## config.mk

```make
export PLATFORM = sky130hd
export DESIGN_NAME = tcm_loader_flat
export DESIGN_NICKNAME = d
export VERILOG_FILES = /design/src/rtl/tcm_loader_if.sv /design/src/rtl/tcm_loader.sv /design/src/flat_wrapper.sv
export SDC_FILE = /design/constraint.sdc
export NUM_CORES = 1
export LEC_CHECK = 0
export ABC_AREA = 1
export BUFFER_PORTS_ARGS = -buffer_cell sky130_fd_sc_hd__buf_4
export CAP_MARGIN = 20
export CORE_UTILIZATION = 33
export DETAILED_ROUTE_END_ITERATION = 12
export GPL_TIMING_DRIVEN = 0
export HOLD_SLACK_MARGIN = 0.06
export PLACE_DENSITY = 0.54
export SLEW_MARGIN = 5
export SYNTH_ARGS = -nofsm -noshare
export SYNTH_HDL_FRONTEND = slang
export SYNTH_SLANG_ARGS = --single-unit
```

## constraint.sdc

```tcl
create_clock -name clk_i -period 2.9 [get_ports clk_i]
set_clock_uncertainty 0.15 [all_clocks]
set_input_delay 0.145 -clock clk_i [delete_from_list [all_inputs] [get_ports clk_i]]
set_output_delay 0.145 -clock clk_i [all_outputs]
set_load 0.05 [all_outputs]
```

## src/rtl/tcm_loader_if.sv

```systemverilog
// tcm_loader bus bundle: boot byte stream, TCM write port, core boot control.
`timescale 1ns/1ps
interface tcm_loader_if;
  logic        byte_valid_i;
  logic [7:0]  byte_data_i;
  logic        byte_ready_o;
  logic [31:0] mem_d_addr_o;
  logic [31:0] mem_d_data_wr_o;
  logic [3:0]  mem_d_wr_o;
  logic [10:0] mem_d_req_tag_o;
  logic        mem_d_accept_i;
  logic        mem_d_ack_i;
  logic        mem_d_error_i;
  logic [31:0] boot_pc_o;
  logic        core_rst_o;
  logic        busy_o;
  logic        done_o;
  logic        error_o;

  modport master (
    input  byte_valid_i, byte_data_i,
    input  mem_d_accept_i, mem_d_ack_i, mem_d_error_i,
    output byte_ready_o,
    output mem_d_addr_o, mem_d_data_wr_o, mem_d_wr_o, mem_d_req_tag_o,
    output boot_pc_o, core_rst_o, busy_o, done_o, error_o
  );

  modport slave (
    output byte_valid_i, byte_data_i,
    output mem_d_accept_i, mem_d_ack_i, mem_d_error_i,
    input  byte_ready_o,
    input  mem_d_addr_o, mem_d_data_wr_o, mem_d_wr_o, mem_d_req_tag_o,
    input  boot_pc_o, core_rst_o, busy_o, done_o, error_o
  );
endinterface

```

## src/rtl/tcm_loader.sv

```systemverilog
// Boot-image loader: byte stream -> LE words -> TCM writes, holds core in reset.
`timescale 1ns/1ps
module tcm_loader #(
  parameter logic [31:0] BASE_ADDR = 32'h0000_0000,
  parameter int          ADDR_W    = 16,
  parameter int          MAX_OUT   = 4
) (
  input  logic         clk_i,
  input  logic         rst_i,
  tcm_loader_if.master bus
);

  localparam int              OW       = $clog2(MAX_OUT + 1);
  localparam int              CW       = ADDR_W + 1;
  localparam logic [32:0]     LEN_MAX  = 33'd1 << ADDR_W;
  localparam logic [OW-1:0]   OUT_FULL = OW'(MAX_OUT);

  typedef enum logic [2:0] {
    HDR_PC, HDR_LEN, DATA, DRAIN, DONE, ERROR
  } state_t;

  state_t        state_q, state_d;
  logic [1:0]    hcnt_q;
  logic [31:0]   pc_q;
  logic [23:0]   len_lo_q;
  logic [CW-1:0] len_q;
  logic [CW-1:0] bcnt_q;
  logic [31:0]   wbuf_q;
  logic [3:0]    wstrb_q;
  logic          pend_q;
  logic          last_q;
  logic [31:0]   rdata_q;
  logic [3:0]    rstrb_q;
  logic [31:0]   addr_q;
  logic [10:0]   tag_q;
  logic [OW-1:0] out_q, out_d;

  logic          rdy, xfer, full, req_on, acc, ack_v;
  logic          byte_last, issue, len_big, hdr_end;
  logic [1:0]    lane;
  logic [3:0]    lane_bit;
  logic [31:0]   lane_data;
  logic [31:0]   len_full;
  logic [CW-1:0] bcnt_inc;

  // Handshake qualification, lane placement and outstanding bookkeeping.
  always_comb begin
    lane      = bcnt_q[1:0];
    lane_bit  = 4'b0001 << lane;
    lane_data = {24'd0, bus.byte_data_i} << {lane, 3'b000};
    bcnt_inc  = bcnt_q + CW'(1);
    byte_last = bcnt_inc == len_q;
    len_full  = {bus.byte_data_i, len_lo_q};
    len_big   = {1'b0, len_full} > LEN_MAX;
    hdr_end   = hcnt_q == 2'd3;
    full      = out_q == OUT_FULL;
    req_on    = !rst_i && pend_q && !full && state_q != ERROR;
    rdy       = !rst_i && !pend_q &&
                (state_q == HDR_PC || state_q == HDR_LEN ||
                 state_q == DATA);
    xfer      = rdy && bus.byte_valid_i;
    issue     = state_q == DATA && xfer &&
                (lane == 2'd3 || byte_last);
    acc       = req_on && bus.mem_d_accept_i;
    ack_v     = bus.mem_d_ack_i && (out_q != '0 || acc);
    out_d     = out_q;
    if (acc && !ack_v)
      out_d = out_q + OW'(1);
    else if (!acc && ack_v)
      out_d = out_q - OW'(1);
  end

  // State register.
  always_ff @(posedge clk_i) begin
    if (rst_i)
      state_q <= HDR_PC;
    else
      state_q <= state_d;
  end

  // Next-state decode; an error completion overrides everything.
  always_comb begin
    state_d = state_q;
    unique case (state_q)
      HDR_PC:
        if (xfer && hdr_end)
          state_d = HDR_LEN;
      HDR_LEN:
        if (xfer && hdr_end) begin
          if (len_full == 32'd0)
            state_d = DONE;
          else if (len_big)
            state_d = ERROR;
          else
            state_d = DATA;
        end
      DATA:
        if (acc && last_q)
          state_d = (out_d == '0) ? DONE : DRAIN;
      DRAIN:
        if (out_d == '0)
          state_d = DONE;
      default: state_d = state_q;
    endcase
    if (ack_v && bus.mem_d_error_i)
      state_d = ERROR;
  end

  // Header capture, word packing and the single write holding register.
  always_ff @(posedge clk_i) begin
    if (rst_i) begin
      hcnt_q   <= '0;
      pc_q     <= '0;
      len_lo_q <= '0;
      len_q    <= '0;
      bcnt_q   <= '0;
      wbuf_q   <= '0;
      wstrb_q  <= '0;
      pend_q   <= 1'b0;
      last_q   <= 1'b0;
      rdata_q  <= '0;
      rstrb_q  <= '0;
      addr_q   <= '0;
      tag_q    <= '0;
      out_q    <= '0;
    end else begin
      out_q <= out_d;
      if (xfer && state_q == HDR_PC) begin
        pc_q[{hcnt_q, 3'b000} +: 8] <= bus.byte_data_i;
        hcnt_q <= hcnt_q + 2'd1;
      end
      if (xfer && state_q == HDR_LEN) begin
        hcnt_q <= hcnt_q + 2'd1;
        if (!hdr_end) begin
          len_lo_q[{hcnt_q, 3'b000} +: 8] <= bus.byte_data_i;
        end else begin
          len_q   <= len_full[CW-1:0];
          bcnt_q  <= '0;
          addr_q  <= BASE_ADDR;
          tag_q   <= '0;
          wbuf_q  <= '0;
          wstrb_q <= '0;
        end
      end
      if (xfer && state_q == DATA) begin
        bcnt_q <= bcnt_inc;
        if (issue) begin
          rdata_q <= wbuf_q | lane_data;
          rstrb_q <= wstrb_q | lane_bit;
          pend_q  <= 1'b1;
          last_q  <= byte_last;
          wbuf_q  <= '0;
          wstrb_q <= '0;
        end else begin
          wbuf_q  <= wbuf_q | lane_data;
          wstrb_q <= wstrb_q | lane_bit;
        end
      end
      if (acc) begin
        pend_q <= 1'b0;
        addr_q <= addr_q + 32'd4;
        tag_q  <= tag_q + 11'd1;
      end
    end
  end

  // Output decode; reset forces the idle/held-core view.
  always_comb begin
    bus.byte_ready_o    = rdy;
    bus.mem_d_addr_o    = addr_q;
    bus.mem_d_data_wr_o = rdata_q;
    bus.mem_d_wr_o      = req_on ? rstrb_q : 4'd0;
    bus.mem_d_req_tag_o = tag_q;
    bus.boot_pc_o       = pc_q;
    bus.busy_o          = 1'b0;
    bus.done_o          = 1'b0;
    bus.error_o         = 1'b0;
    bus.core_rst_o      = 1'b1;
    unique case (1'b1)
      (state_q == DONE): begin
        bus.done_o     = 1'b1;
        bus.core_rst_o = 1'b0;
      end
      (state_q == ERROR): bus.error_o = 1'b1;
      default: bus.busy_o = 1'b1;
    endcase
    if (rst_i) begin
      bus.busy_o     = 1'b0;
      bus.done_o     = 1'b0;
      bus.error_o    = 1'b0;
      bus.core_rst_o = 1'b1;
    end
  end

endmodule
```

## src/flat_wrapper.sv

```systemverilog
// flat-port wrapper written by rule: the top's interface ports become plain ports
module tcm_loader_flat 
#(
  parameter logic [31:0] BASE_ADDR = 32'h0000_0000,
  parameter int          ADDR_W    = 16,
  parameter int          MAX_OUT   = 4
)
  (clk_i, rst_i, bus_byte_valid_i, bus_byte_data_i, bus_mem_d_accept_i, bus_mem_d_ack_i, bus_mem_d_error_i, bus_byte_ready_o, bus_mem_d_addr_o, bus_mem_d_data_wr_o, bus_mem_d_wr_o, bus_mem_d_req_tag_o, bus_boot_pc_o, bus_core_rst_o, bus_busy_o, bus_done_o, bus_error_o);
  tcm_loader_if bus_i ();
  input  logic clk_i;
  input  logic rst_i;
  input wire logic [$bits(bus_i.byte_valid_i)-1:0] bus_byte_valid_i;
  input wire logic [$bits(bus_i.byte_data_i)-1:0] bus_byte_data_i;
  input wire logic [$bits(bus_i.mem_d_accept_i)-1:0] bus_mem_d_accept_i;
  input wire logic [$bits(bus_i.mem_d_ack_i)-1:0] bus_mem_d_ack_i;
  input wire logic [$bits(bus_i.mem_d_error_i)-1:0] bus_mem_d_error_i;
  output wire logic [$bits(bus_i.byte_ready_o)-1:0] bus_byte_ready_o;
  output wire logic [$bits(bus_i.mem_d_addr_o)-1:0] bus_mem_d_addr_o;
  output wire logic [$bits(bus_i.mem_d_data_wr_o)-1:0] bus_mem_d_data_wr_o;
  output wire logic [$bits(bus_i.mem_d_wr_o)-1:0] bus_mem_d_wr_o;
  output wire logic [$bits(bus_i.mem_d_req_tag_o)-1:0] bus_mem_d_req_tag_o;
  output wire logic [$bits(bus_i.boot_pc_o)-1:0] bus_boot_pc_o;
  output wire logic [$bits(bus_i.core_rst_o)-1:0] bus_core_rst_o;
  output wire logic [$bits(bus_i.busy_o)-1:0] bus_busy_o;
  output wire logic [$bits(bus_i.done_o)-1:0] bus_done_o;
  output wire logic [$bits(bus_i.error_o)-1:0] bus_error_o;
  assign bus_i.byte_valid_i = bus_byte_valid_i;
  assign bus_i.byte_data_i = bus_byte_data_i;
  assign bus_i.mem_d_accept_i = bus_mem_d_accept_i;
  assign bus_i.mem_d_ack_i = bus_mem_d_ack_i;
  assign bus_i.mem_d_error_i = bus_mem_d_error_i;
  assign bus_byte_ready_o = bus_i.byte_ready_o;
  assign bus_mem_d_addr_o = bus_i.mem_d_addr_o;
  assign bus_mem_d_data_wr_o = bus_i.mem_d_data_wr_o;
  assign bus_mem_d_wr_o = bus_i.mem_d_wr_o;
  assign bus_mem_d_req_tag_o = bus_i.mem_d_req_tag_o;
  assign bus_boot_pc_o = bus_i.boot_pc_o;
  assign bus_core_rst_o = bus_i.core_rst_o;
  assign bus_busy_o = bus_i.busy_o;
  assign bus_done_o = bus_i.done_o;
  assign bus_error_o = bus_i.error_o;
  tcm_loader #(.BASE_ADDR(BASE_ADDR), .ADDR_W(ADDR_W), .MAX_OUT(MAX_OUT)) u_core (.clk_i(clk_i), .rst_i(rst_i), .bus(bus_i));
endmodule
```

==> metrics.md, run 1 <==
| Metric | Value |
|---|---|
| Synth warn | 0 |
| Worst R2R Path Depth | 11 |
| Hold WS | ~0.085 ns |
| Share of post-route cells with drive strength above 1 | between 10% and 20% |
| CP Launch Type | flop |
| MaxCap Viol Count | 0 |
| Detailed Place HPWL | around 25000 um |
| Top cells by instance count after synthesis | 345 x nand2_1, 213 x dfxtp_1, 172 x a21oi_1 |
| Clock sinks | 213 |
| Clock transition at path regs | approximately 0.06 ns |
| Most frequent cell after synthesis | nand2_1 |
| DIE AREA | 0.03208 mm2 |
| Slew Viols, Final | 0 |
| Flop2flop setup slack | between 0.15 and 0.2 ns |
| Leak pwr | 5.128 nW |
| Largest net degree at the start of global routing | 17 |
| Crit. End Element | flop |
| Distinct cells, synth | 48 |
| Period utilization | 93.61% |
| Initial antenna violation count | 0 |
| Routability Congestion | just under 0.9 |
| Bufs and invs on worst path | 4 |
| Hold Fails Final Rpt | 0 |
| Reg-to-Reg End | u_core.out_q[1] |
| Placed cells | between 2000 and 2500 |
| CTS tree | yes |
| GRT Total Usage | between 20% and 30% |
| Number of CTS-inserted buffers | 25 |
| Detailed Route WL | 34510 um |
| Nets | approximately 1700 |
| Crit path kind | reg -> reg |
| Clock buffer depth | 3 |
| Via/cell ratio | 5.046 |
| N_diodes | 0 |
| Power Density | between 500 and 600 mW/mm2 |
| Max Clock Freq | ~370 MHz |
| Post-synth EDFFs | 0 |
| Vias post-DR | ~10000 |
| Critical path required time | between 3 and 4 ns |
| Post-Synthesis Cell Area | a little over 0.01 mm2 |
| Remaining DRCs | 4 |
| Ranking of synthesized cells by area | dfxtp_1 41%, nand2_1 13%, a21oi_1 8.3% |
| Mean Syn Cell Area | between 6 and 7 um2 |
| Setup-violating endpoint count in the final report | 0 |
| Num rows | 64 |
| Hold Crit Class | in -> reg |
| WP data arrival | 3.05 ns |
| Relative slew slack | around 42% |
| Final Util | ~42% |
| Clk Latency, worst-skew pair | 0.55 ns |
| Non-filler instance count after layout | 2079 |
| Max stage delay on crit path | approximately 0.56 ns |
| Peak supply drop | 381.3 uV |
| WHS Path Cells | 5 |
| Yosys reg bits | between 200 and 250 |
| CP top delay family | buffers and inverters |
| Initial Utilization | between 30% and 40% |
| Post-synth ARST share | 0% |
| Die height | between 150 and 200 um |
| Failing checks | DRC |
| Post-synthesis sequential area ratio | around two fifths |
| Worst R2R Start | u_core.out_q[0] |
| CP max-delay cell | dlygate4sd3_1 |
| Hold Path Origin | rst_i |
| CP Cell Sequence | inv_1 -> ha_1 -> nand2_1 -> inv_1 -> nor2_1 -> nand3_2 -> nor2_2 -> dlygate4sd3_1 -> nand2_1 -> a21oi_1 -> dlygate4sd3_1 |
| Post-Syn Instances | 1493 |
| Vias in the first global route | a little under 10000 |
| Worst hold endpoint | u_core.len_q[2] |
| Root buffer cell | clkbuf_16 |
| First-pass GRT wire length | 53880 um |
| Clock period minus worst slack | between 2 and 3 ns |
| DR pass1 iterations | 9 |
| Core area | between 0.03 and 0.04 mm2 |
| Area added between synthesis and finish | 24.98% |
| WL/cell | between 15 and 20 um |
| Gr ovfl total | 0 |
| Largest area contributor in the netlist | dfxtp_1 |
| Post-synth top area share | about 40% |
| Status | finished, violations left |
| Die span in x | between 150 and 200 um |
| Predominant post-synthesis flop cell | dfxtp_1 |
| H-tree depth | 1 |
| DRT antenna net count | 0 |
| Ports | between 100 and 150 |
| Count of input and output buffers | around 130 |
| Crit-path max FO | 4 |
| Total power | roughly 7.5 mW |
| Initial DRC Count | around 780 |
| Transition time of the tightest slew-check pin | 0.8685 ns |
## layer usage
metal	wire [um]	up-vias	part of all wire, %	GRT usage (%)
met5	0	-	0	0
met4	805	0	2.3	5.917
met3	2016	47	5.8	3.032
met2	15360	292	45	33.56
met1	16320	4860	47	30.44
li1	-	5292	-	-
## tightest hold or removal path: stages
cell and delay (ns):
buf_4 0.09, inv_1 0.10, clkbuf_1 0.23, o21ai_0 0.13, a21oi_1 0.05
## worst max-delay path by stage
| stage | end | start | slack (ns) | cells past startpoint |
|---|---|---|---|---|
| final | u_core.out_q[1] | u_core.out_q[0] | 0.19 | 11 |
| after global routing | u_core.bus.mem_d_data_wr_o[6] | u_core.bcnt_q[0] | -0.007 | 17 |
| after CTS | u_core.bus.mem_d_data_wr_o[6] | u_core.bcnt_q[1] | 0.01 | 17 |
| after detailed placement | u_core.wbuf_q[30] | u_core.bcnt_q[1] | -0.87 | 16 |
| after global placement | u_core.wbuf_q[29] | u_core.bcnt_q[1] | -0.90 | 16 |
| after floorplan | u_core.bus.mem_d_data_wr_o[16] | u_core.bcnt_q[1] | 0.13 | 18 |
## layout by cell type (no fill, tap or decap), types with 3 or more instances in the layout
cell type,n
a211oi_1,10
buf_2,14
nand2_1,345
inv_1,133
clkbuf_16,25
clkinvlp_4,4
inv_2,6
o21bai_1,26
and2_1,3
nand3b_1,13
dfxtp_1,210
nor2_2,10
clkbuf_2,3
buf_4,135
nor3_1,19
bufinv_16,3
o211a_1,7
nor2_4,3
a221oi_1,5
and3_1,3
nand3_2,3
nand3_1,106
o211ai_1,5
buf_8,3
nand4_1,25
clkbuf_8,3
nand2_2,7
ha_1,13
dlygate4sd3_1,14
a31oi_1,10
clkbuf_1,43
or2_2,15
a21oi_1,171
buf_6,4
xor2_1,5
o21ai_0,79
nor4_1,11
clkinv_2,5
nor2_1,151
## final cells by class
class	count	area, um2
Clock inverter	13	167.7
Inverter	141	536.8
Timing Repair Buffer	146	1131
Clock buffer	32	681.9
Multi-Input combinational cell	1070	5298
Buffer	68	355.3
Sequential cell	213	4273
Tap cell	396	495.5
Fill cell	3295	17810
## where the power goes
part	internal, mW	switching (mW)
sequential	3.01	0.0608
combinational	0.322	0.781
clock	1.94	1.34
total	5.27	2.18
## timing repair
action / CTS / global route
setup endpoints to repair: 74 / 108
cloned: 0 / 0
gates resized for setup: 8 / 29
hold buffers: 14 / 0
hold endpoints to repair: 120 / 0
buffers inserted: 2 / 3
pin swaps: 0 / 7
## state kept, by name, indices dropped and copies added (netlist names), 3 cells and up
signal,flops
u_core.bcnt_q,17
u_core.bus.boot_pc_o,32
u_core.bus.mem_d_addr_o,30
u_core.bus.mem_d_data_wr_o,32
u_core.bus.mem_d_req_tag_o,11
u_core.len_lo_q,24
u_core.len_q,17
u_core.out_q,3
u_core.rstrb_q,4
u_core.state_q,3
u_core.wbuf_q,32
u_core.wstrb_q,4
## stage by stage
stage | setup slack, ns | cell area (um2) | TNS (ns)
2_1_floorplan | 0.1275 | 10360 | 0
3_3_place_gp | -0.8952 | 11810 | -55.38
3_5_place_dp | -0.8694 | 11810 | -54.13
4_1_cts | 0.01376 | 12830 | 0
5_1_grt | -0.007249 | 12940 | -0.009037
6_report | 0.1854 | 12940 | 0
## cell families (layout without fill, tap and decap cells)
logic type	after synthesis	count (layout)	synth area share [%]
AO/OA/AOI/OAI	327	327	17.86
XOR/XNOR	6	6	0.5076
adder cells (fa/ha/maj)	15	15	1.813
buffers and inverters	211	400	8.279
flip-flops	213	213	41.19
multiplexers	1	1	0.09669
other	1	2	0.03622
AND/OR/NAND/NOR	719	719	30.22
Power figures use the tool's default switching activity.
==> inputs of run 2 (changes only) <==
--- a/config.mk
+++ b/config.mk
@@ -6,8 +6,10 @@
 export NUM_CORES = 1
 export LEC_CHECK = 0
 export ABC_AREA = 1
+export ABC_CLOCK_PERIOD_IN_PS = 2900
 export BUFFER_PORTS_ARGS = -buffer_cell sky130_fd_sc_hd__buf_4
 export CAP_MARGIN = 20
+export CORE_MARGIN = 3
 export CORE_UTILIZATION = 33
 export DETAILED_ROUTE_END_ITERATION = 12
 export GPL_TIMING_DRIVEN = 0
==> run 2 against run 1 <==
Effect of this change: the run now ends clean; critical path depth is the same; global-route usage down 1.2 points; non-clock buffer count rose by 4; worst setup slack better by 0.027 ns; power up 1.3%.
==> metrics.md, run 2 (synthesis gave the netlist of run 1 again) <==
| Metric | Value |
|---|---|
| DR pass1 iterations | 6 |
| WHS Path Cells | 5 |
| Reg-to-Reg End | u_core.out_q[1] |
| GRT Total Usage | 20.20% |
| Flop2flop setup slack | between 0.2 and 0.25 ns |
| Max stage delay on crit path | approximately 0.56 ns |
| Clock sinks | between 200 and 250 |
| Clock period minus worst slack | 2.687 ns |
| Critical path required time | roughly 3.2 ns |
| Initial DRC Count | about 730 |
| Power Density | 579.0 mW/mm2 |
| Core area | 0.03075 mm2 |
| Detailed Route WL | about 34000 um |
| Remaining DRCs | 0 |
| First-pass GRT wire length | ~55000 um |
| WL/cell | 16.53 um |
| Initial antenna violation count | 0 |
| Clk Latency, worst-skew pair | roughly 0.53 ns |
| DIE AREA | approximately 0.034 mm2 |
| Clock transition at path regs | 0.06 ns |
| Routability Congestion | around 0.90 |
| Vias in the first global route | between 9000 and 10000 |
| CP max-delay cell | dlygate4sd3_1 |
| Transition time of the tightest slew-check pin | between 0.7 and 0.8 ns |
| Share of post-route cells with drive strength above 1 | ~16% |
| Max Clock Freq | about 370 MHz |
| Total power | 7.553 mW |
| Setup-violating endpoint count in the final report | 0 |
| Initial Utilization | between 30% and 40% |
| RSZ-0062 raised after global routing | no |
| CP Launch Type | flop |
| Crit path kind | reg -> reg |
| Detailed Place HPWL | roughly 26000 um |
| Num rows | between 60 and 70 |
| CTS tree | yes |
| Most frequent cells in the layout | 345 x nand2_1, 209 x dfxtp_1, 170 x a21oi_1 |
| Worst R2R Path Depth | 11 |
| Relative slew slack | 47.86% |
| Die height | around 180 um |
| Leak pwr | 5.185 nW |
| Nets | ~1700 |
| N_diodes | 0 |
| Largest net degree at the start of global routing | 17 |
| Non-filler instance count after layout | roughly 2100 |
| DRT antenna net count | 0 |
| Placed cells | roughly 2000 |
| Gr ovfl total | 0 |
| Period utilization | 92.67% |
| Slew Viols, Final | 0 |
| Crit. End Element | flop |
| Vias post-DR | ~10000 |
| Hold Fails Final Rpt | 0 |
| H-tree depth | 1 |
| Hold Crit Class | in -> reg |
| Worst hold endpoint | u_core.len_q[3] |
| Area added between synthesis and finish | 26.00% |
| CP Cell Sequence | inv_1 -> ha_1 -> nand2_1 -> inv_1 -> nor2_1 -> nand3_2 -> nor2_2 -> dlygate4sd3_1 -> nand2_1 -> a21oi_1 -> dlygate4sd3_1 |
| Status | completed |
| Final Util | between 40% and 50% |
| Commonest non-fill, non-tap cell in the layout | nand2_1 |
| Peak supply drop | 464.4 uV |
| Die span in x | 183.1 um |
| Worst R2R Start | u_core.out_q[0] |
| Ports | 130 |
| WP data arrival | 3.01 ns |
| Root buffer cell | clkbuf_16 |
| Crit-path max FO | 4 |
| Hold Path Origin | rst_i |
| Clock buffer depth | 3 |
| MaxCap Viol Count | 0 |
| Count of input and output buffers | about 130 |
| Number of CTS-inserted buffers | 26 |
| Via/cell ratio | 5.006 |
run 2: cell type report:
| type | count | area [um2] |
|---|---|---|
| flip-flops and latches | 213 | 4274 |
| clock inverters | 9 | 137.6 |
| well taps | 396 | 495.5 |
| clock buffers | 36 | 768.2 |
| multi-input cells | 1070 | 5319 |
| repair buffers | 150 | 1159 |
| fillers | 3237 | 17710 |
| plain buffers | 68 | 354.1 |
| inverters | 141 | 536.8 |
run 2: how the worst max path moves through the flow:
stage / endpoint / cells past startpoint / slack, ns / start
finish: u_core.out_q[1] / 11 / 0.21 / u_core.out_q[0]
global route: u_core.out_q[1] / 11 / 0.008 / u_core.out_q[0]
CTS: u_core.bus.mem_d_data_wr_o[16] / 17 / 0.03 / u_core.bcnt_q[1]
detailed placement: u_core.wbuf_q[30] / 16 / -0.87 / u_core.bcnt_q[1]
global placement: u_core.wbuf_q[28] / 16 / -0.87 / u_core.bcnt_q[1]
floorplan: u_core.bus.mem_d_data_wr_o[16] / 18 / 0.13 / u_core.bcnt_q[1]
run 2: what timing repair did:
action	4_1_cts	5_1_grt
hold endpoints to repair	117	0
pin swaps	0	5
gates cloned	0	0
buffers inserted	2	8
gates resized for setup	9	37
hold buffers	13	0
setup endpoints to repair	74	112
run 2: per-layer routing:
| layer | wire length, um | track usage, % | vias up | share of wire (%) |
|---|---|---|---|---|
| li1 | - | - | 5315 | - |
| met1 | 16450 | 28.57 | 4815 | 48 |
| met2 | 15450 | 32.62 | 248 | 45 |
| met3 | 1812 | 2.916 | 49 | 5.3 |
| met4 | 720 | 4.997 | 0 | 2.1 |
| met5 | 0 | 0 | - | 0 |
run 2: metrics by stage:
| step | hold WS, ns | setup TNS (ns) | cell area, um2 | worst slack [ns] |
|---|---|---|---|---|
| detailed placement | 0.2972 | -54.92 | 11810 | -0.8697 |
| global route | 0.1341 | 0 | 13040 | 0.008440 |
| floorplan | 0.1761 | 0 | 10360 | 0.1275 |
| CTS | 0.07016 | 0 | 12880 | 0.02985 |
| finish | 0.1045 | 0 | 13040 | 0.2125 |
| global placement | 0.2932 | -54.21 | 11810 | -0.8725 |
run 2: critical path: cells and delay by family (launching register included):
kind | cells | cell delay, ns
AND/OR/NAND/NOR | 5 | 0.54
adder cells (fa/ha/maj) | 1 | 0.23
buffers and inverters | 4 | 1.23
flip-flops | 1 | 0.36
AO/OA/AOI/OAI | 1 | 0.13
run 2: power breakdown:
| part | internal, mW | leakage (nW) | switching, mW |
|---|---|---|---|
| Sequential | 3.01 | 1.72 | 0.0601 |
| Clock | 2.11 | 0.446 | 1.28 |
| Combinational | 0.322 | 3.02 | 0.775 |
| Total | 5.44 | 5.19 | 2.12 |
==> inputs of run 3 (changes only) <==
--- a/config.mk
+++ b/config.mk
@@ -7,14 +7,13 @@
 export LEC_CHECK = 0
 export ABC_AREA = 1
 export ABC_CLOCK_PERIOD_IN_PS = 2900
-export BUFFER_PORTS_ARGS = -buffer_cell sky130_fd_sc_hd__buf_4
 export CAP_MARGIN = 20
 export CORE_MARGIN = 3
-export CORE_UTILIZATION = 33
+export CORE_UTILIZATION = 28
 export DETAILED_ROUTE_END_ITERATION = 12
+export DONT_BUFFER_PORTS = 1
 export GPL_TIMING_DRIVEN = 0
-export HOLD_SLACK_MARGIN = 0.06
-export PLACE_DENSITY = 0.54
+export PLACE_DENSITY = 0.45
 export SLEW_MARGIN = 5
 export SYNTH_ARGS = -nofsm -noshare
 export SYNTH_HDL_FRONTEND = slang
==> run 3 against run 2 <==
Effect of this change: power is 3.7% lower; combinational power shrank 15%; highest routed layer unchanged; critical path type unchanged; final area is 6.7% lower.
==> metrics.md, run 3 (synthesis gave the netlist of run 1 again) <==
| Metric | Value |
|---|---|
| Status | completed |
| Total power | 7.277 mW |
| Die span in x | slightly below 200 um |
| Max Clock Freq | approximately 360 MHz |
| Cell area after layout | around 0.012 mm2 |
| Peak supply drop | around 400 uV |
| First-pass GRT wire length | ~56000 um |
| GRT Total Usage | ~18% |
| Clock sinks | roughly 210 |
| Footprint of the multi-input gates | 0.005381 mm2 |
| N_diodes | 0 |
| Vias post-DR | roughly 10000 |
| Initial Utilization | between 20% and 30% |
| Clk Latency, worst-skew pair | 0.55 ns |
| Crit-path max FO | 10 |
| Initial DRC Count | about 650 |
| Top sig layer | met4 |
| Gr ovfl total | 0 |
| Worst R2R Path Depth | 9 |
| Logic pwr share | roughly 13% |
| Via/cell ratio | around 4.9 |
| Slew Viols, Final | 0 |
| Metal2 WL | about 16000 um |
| DR pass1 iterations | 5 |
| Most frequent cells in the layout | 345 x nand2_1, 204 x dfxtp_1, 171 x a21oi_1 |
| Wire length on met3 | roughly 2600 um |
| Layout fillers | ~3900 |
| Hold Fails Final Rpt | 0 |
| Flop2flop setup slack | ~0.15 ns |
| Clk pwr share | about 43% |
| Crit path kind | reg -> reg |
| Setup-violating endpoint count in the final report | 0 |
| Hold WS | 0.02891 ns |
| Clock period minus worst slack | around 2.7 ns |
| Final Util | approximately a third |
| Share of post-route cells with drive strength above 1 | 10.12% |
| WHS Path Cells | 7 |
| CTS tree | yes |
| Largest net degree at the start of global routing | 17 |
| Relative slew slack | 26.13% |
| WP data arrival | about 3.1 ns |
| CP Launch Type | flop |
| Die height | 198.3 um |
| Period utilization | a little over nine tenths |
| P_sw | 2.162 mW |
| Remaining DRCs | 0 |
| Commonest non-fill, non-tap cell in the layout | nand2_1 |
| Reg power frac | between 40% and 50% |
| DRT antenna net count | 0 |
| Crit. End Element | flop |
| Initial antenna violation count | 0 |
| Routability Congestion | ~0.86 |
| Count of input and output buffers | 0 |
| Int Power | a little over 5 mW |
| H-tree depth | 1 |
| DIE AREA | roughly 0.04 mm2 |
| Hold Crit Class | in -> reg |
| Detailed Place HPWL | 26950 um |
| WL/cell | between 15 and 20 um |
| M1 WL | 16830 um |
| Power Density | between 500 and 600 mW/mm2 |
| Core area | around 0.036 mm2 |
| Vias in the first global route | 9333 |
| Ports | 130 |
| FF+latch area | approximately 0.0043 mm2 |
| DP Area | between 0.01 and 0.015 mm2 |
| Nets | 1572 |
| Num rows | between 60 and 70 |
| Number of CTS-inserted buffers | 26 |
| Critical path required time | between 3 and 4 ns |
| MaxCap Viol Count | 0 |
| Detailed Route WL | 36430 um |
| Area added between synthesis and finish | 17.51% |
| Transition time of the tightest slew-check pin | 1.112 ns |
| Clock transition at path regs | 0.06 ns |
| Clock buffer depth | 3 |
| Switching share of power | between 20% and 30% |
| Leak pwr | 4.471 nW |
| Root buffer cell | clkbuf_16 |
==> run 3: changes by cell type in the layout (fill, tap and decap cells not counted), moves of 5 or more <==
cell,before,now
buf_4,142,12
nor2_1,150,142
clkbuf_2,5,11
dfxtp_1,209,204
==> run 3: layout make-up <==
class	count	share of cell area, %
multi-input cells	1070	44.24
flip-flops and latches	213	35.23
clock buffers	40	6.109
well taps	461	4.741
inverters	141	4.381
plain buffers	68	2.972
repair buffers	23	1.728
clock inverters	6	0.6068
==> run 3: repair_timing <==
item | in CTS | in global routing
setup endpoints to repair | 191 | 161
resized for setup | 33 | 46
buffers inserted | 3 | 5
hold buffers | 15 | 0
endpoints found under the hold margin | 138 | 0
pin swaps | 2 | 6
gates cloned | 0 | 0
==> run 3: worst paths after layout <==
kind,to,start
max,u_core.bcnt_q[13],u_core.state_q[2]
min,u_core.state_q[1],bus_byte_data_i[6]
max reg2reg,u_core.bcnt_q[13],u_core.state_q[2]
min reg2reg,u_core.wbuf_q[31],u_core.wbuf_q[31]
==> run 3: power by group through the flow <==
stage               sequential, mW  clock (mW)  combinational (mW)
floorplan                     3.23           0               0.649
global placement              3.26           0               0.857
detailed placement            3.25           0               0.859
CTS                           3.19        3.24               0.922
global route                  3.20        3.36                1.06
finish                        3.19        3.15               0.937
==> run 3: critical path: stages, from the launching register on <==
cell and delay (ns):
dfxtp_1 0.29, buf_2 0.18, or2_1 0.29, a21oi_4 0.45, nand2_4 0.15, nor2_4 0.29, buf_2 0.30, buf_2 0.29
nand3_1 0.12, a21oi_1 0.16
==> run 3: through the flow <==
stage | cells | setup WS, ns | TNS, ns
2_1_floorplan | 1494 | 0.1275 | 0
3_3_place_gp | 1955 | -0.9940 | -91.43
3_5_place_dp | 1955 | -0.9968 | -92.50
4_1_cts | 2018 | 0.01193 | 0
5_1_grt | 2022 | -0.001519 | -0.002135
6_report | 2022 | 0.1507 | 0
==> run 3: layer usage <==
layer,GRT usage [%],up-vias
met5,0,-
met4,4.089,0
met3,4.543,41
met2,29.47,236
met1,24.60,4618
li1,-,5064
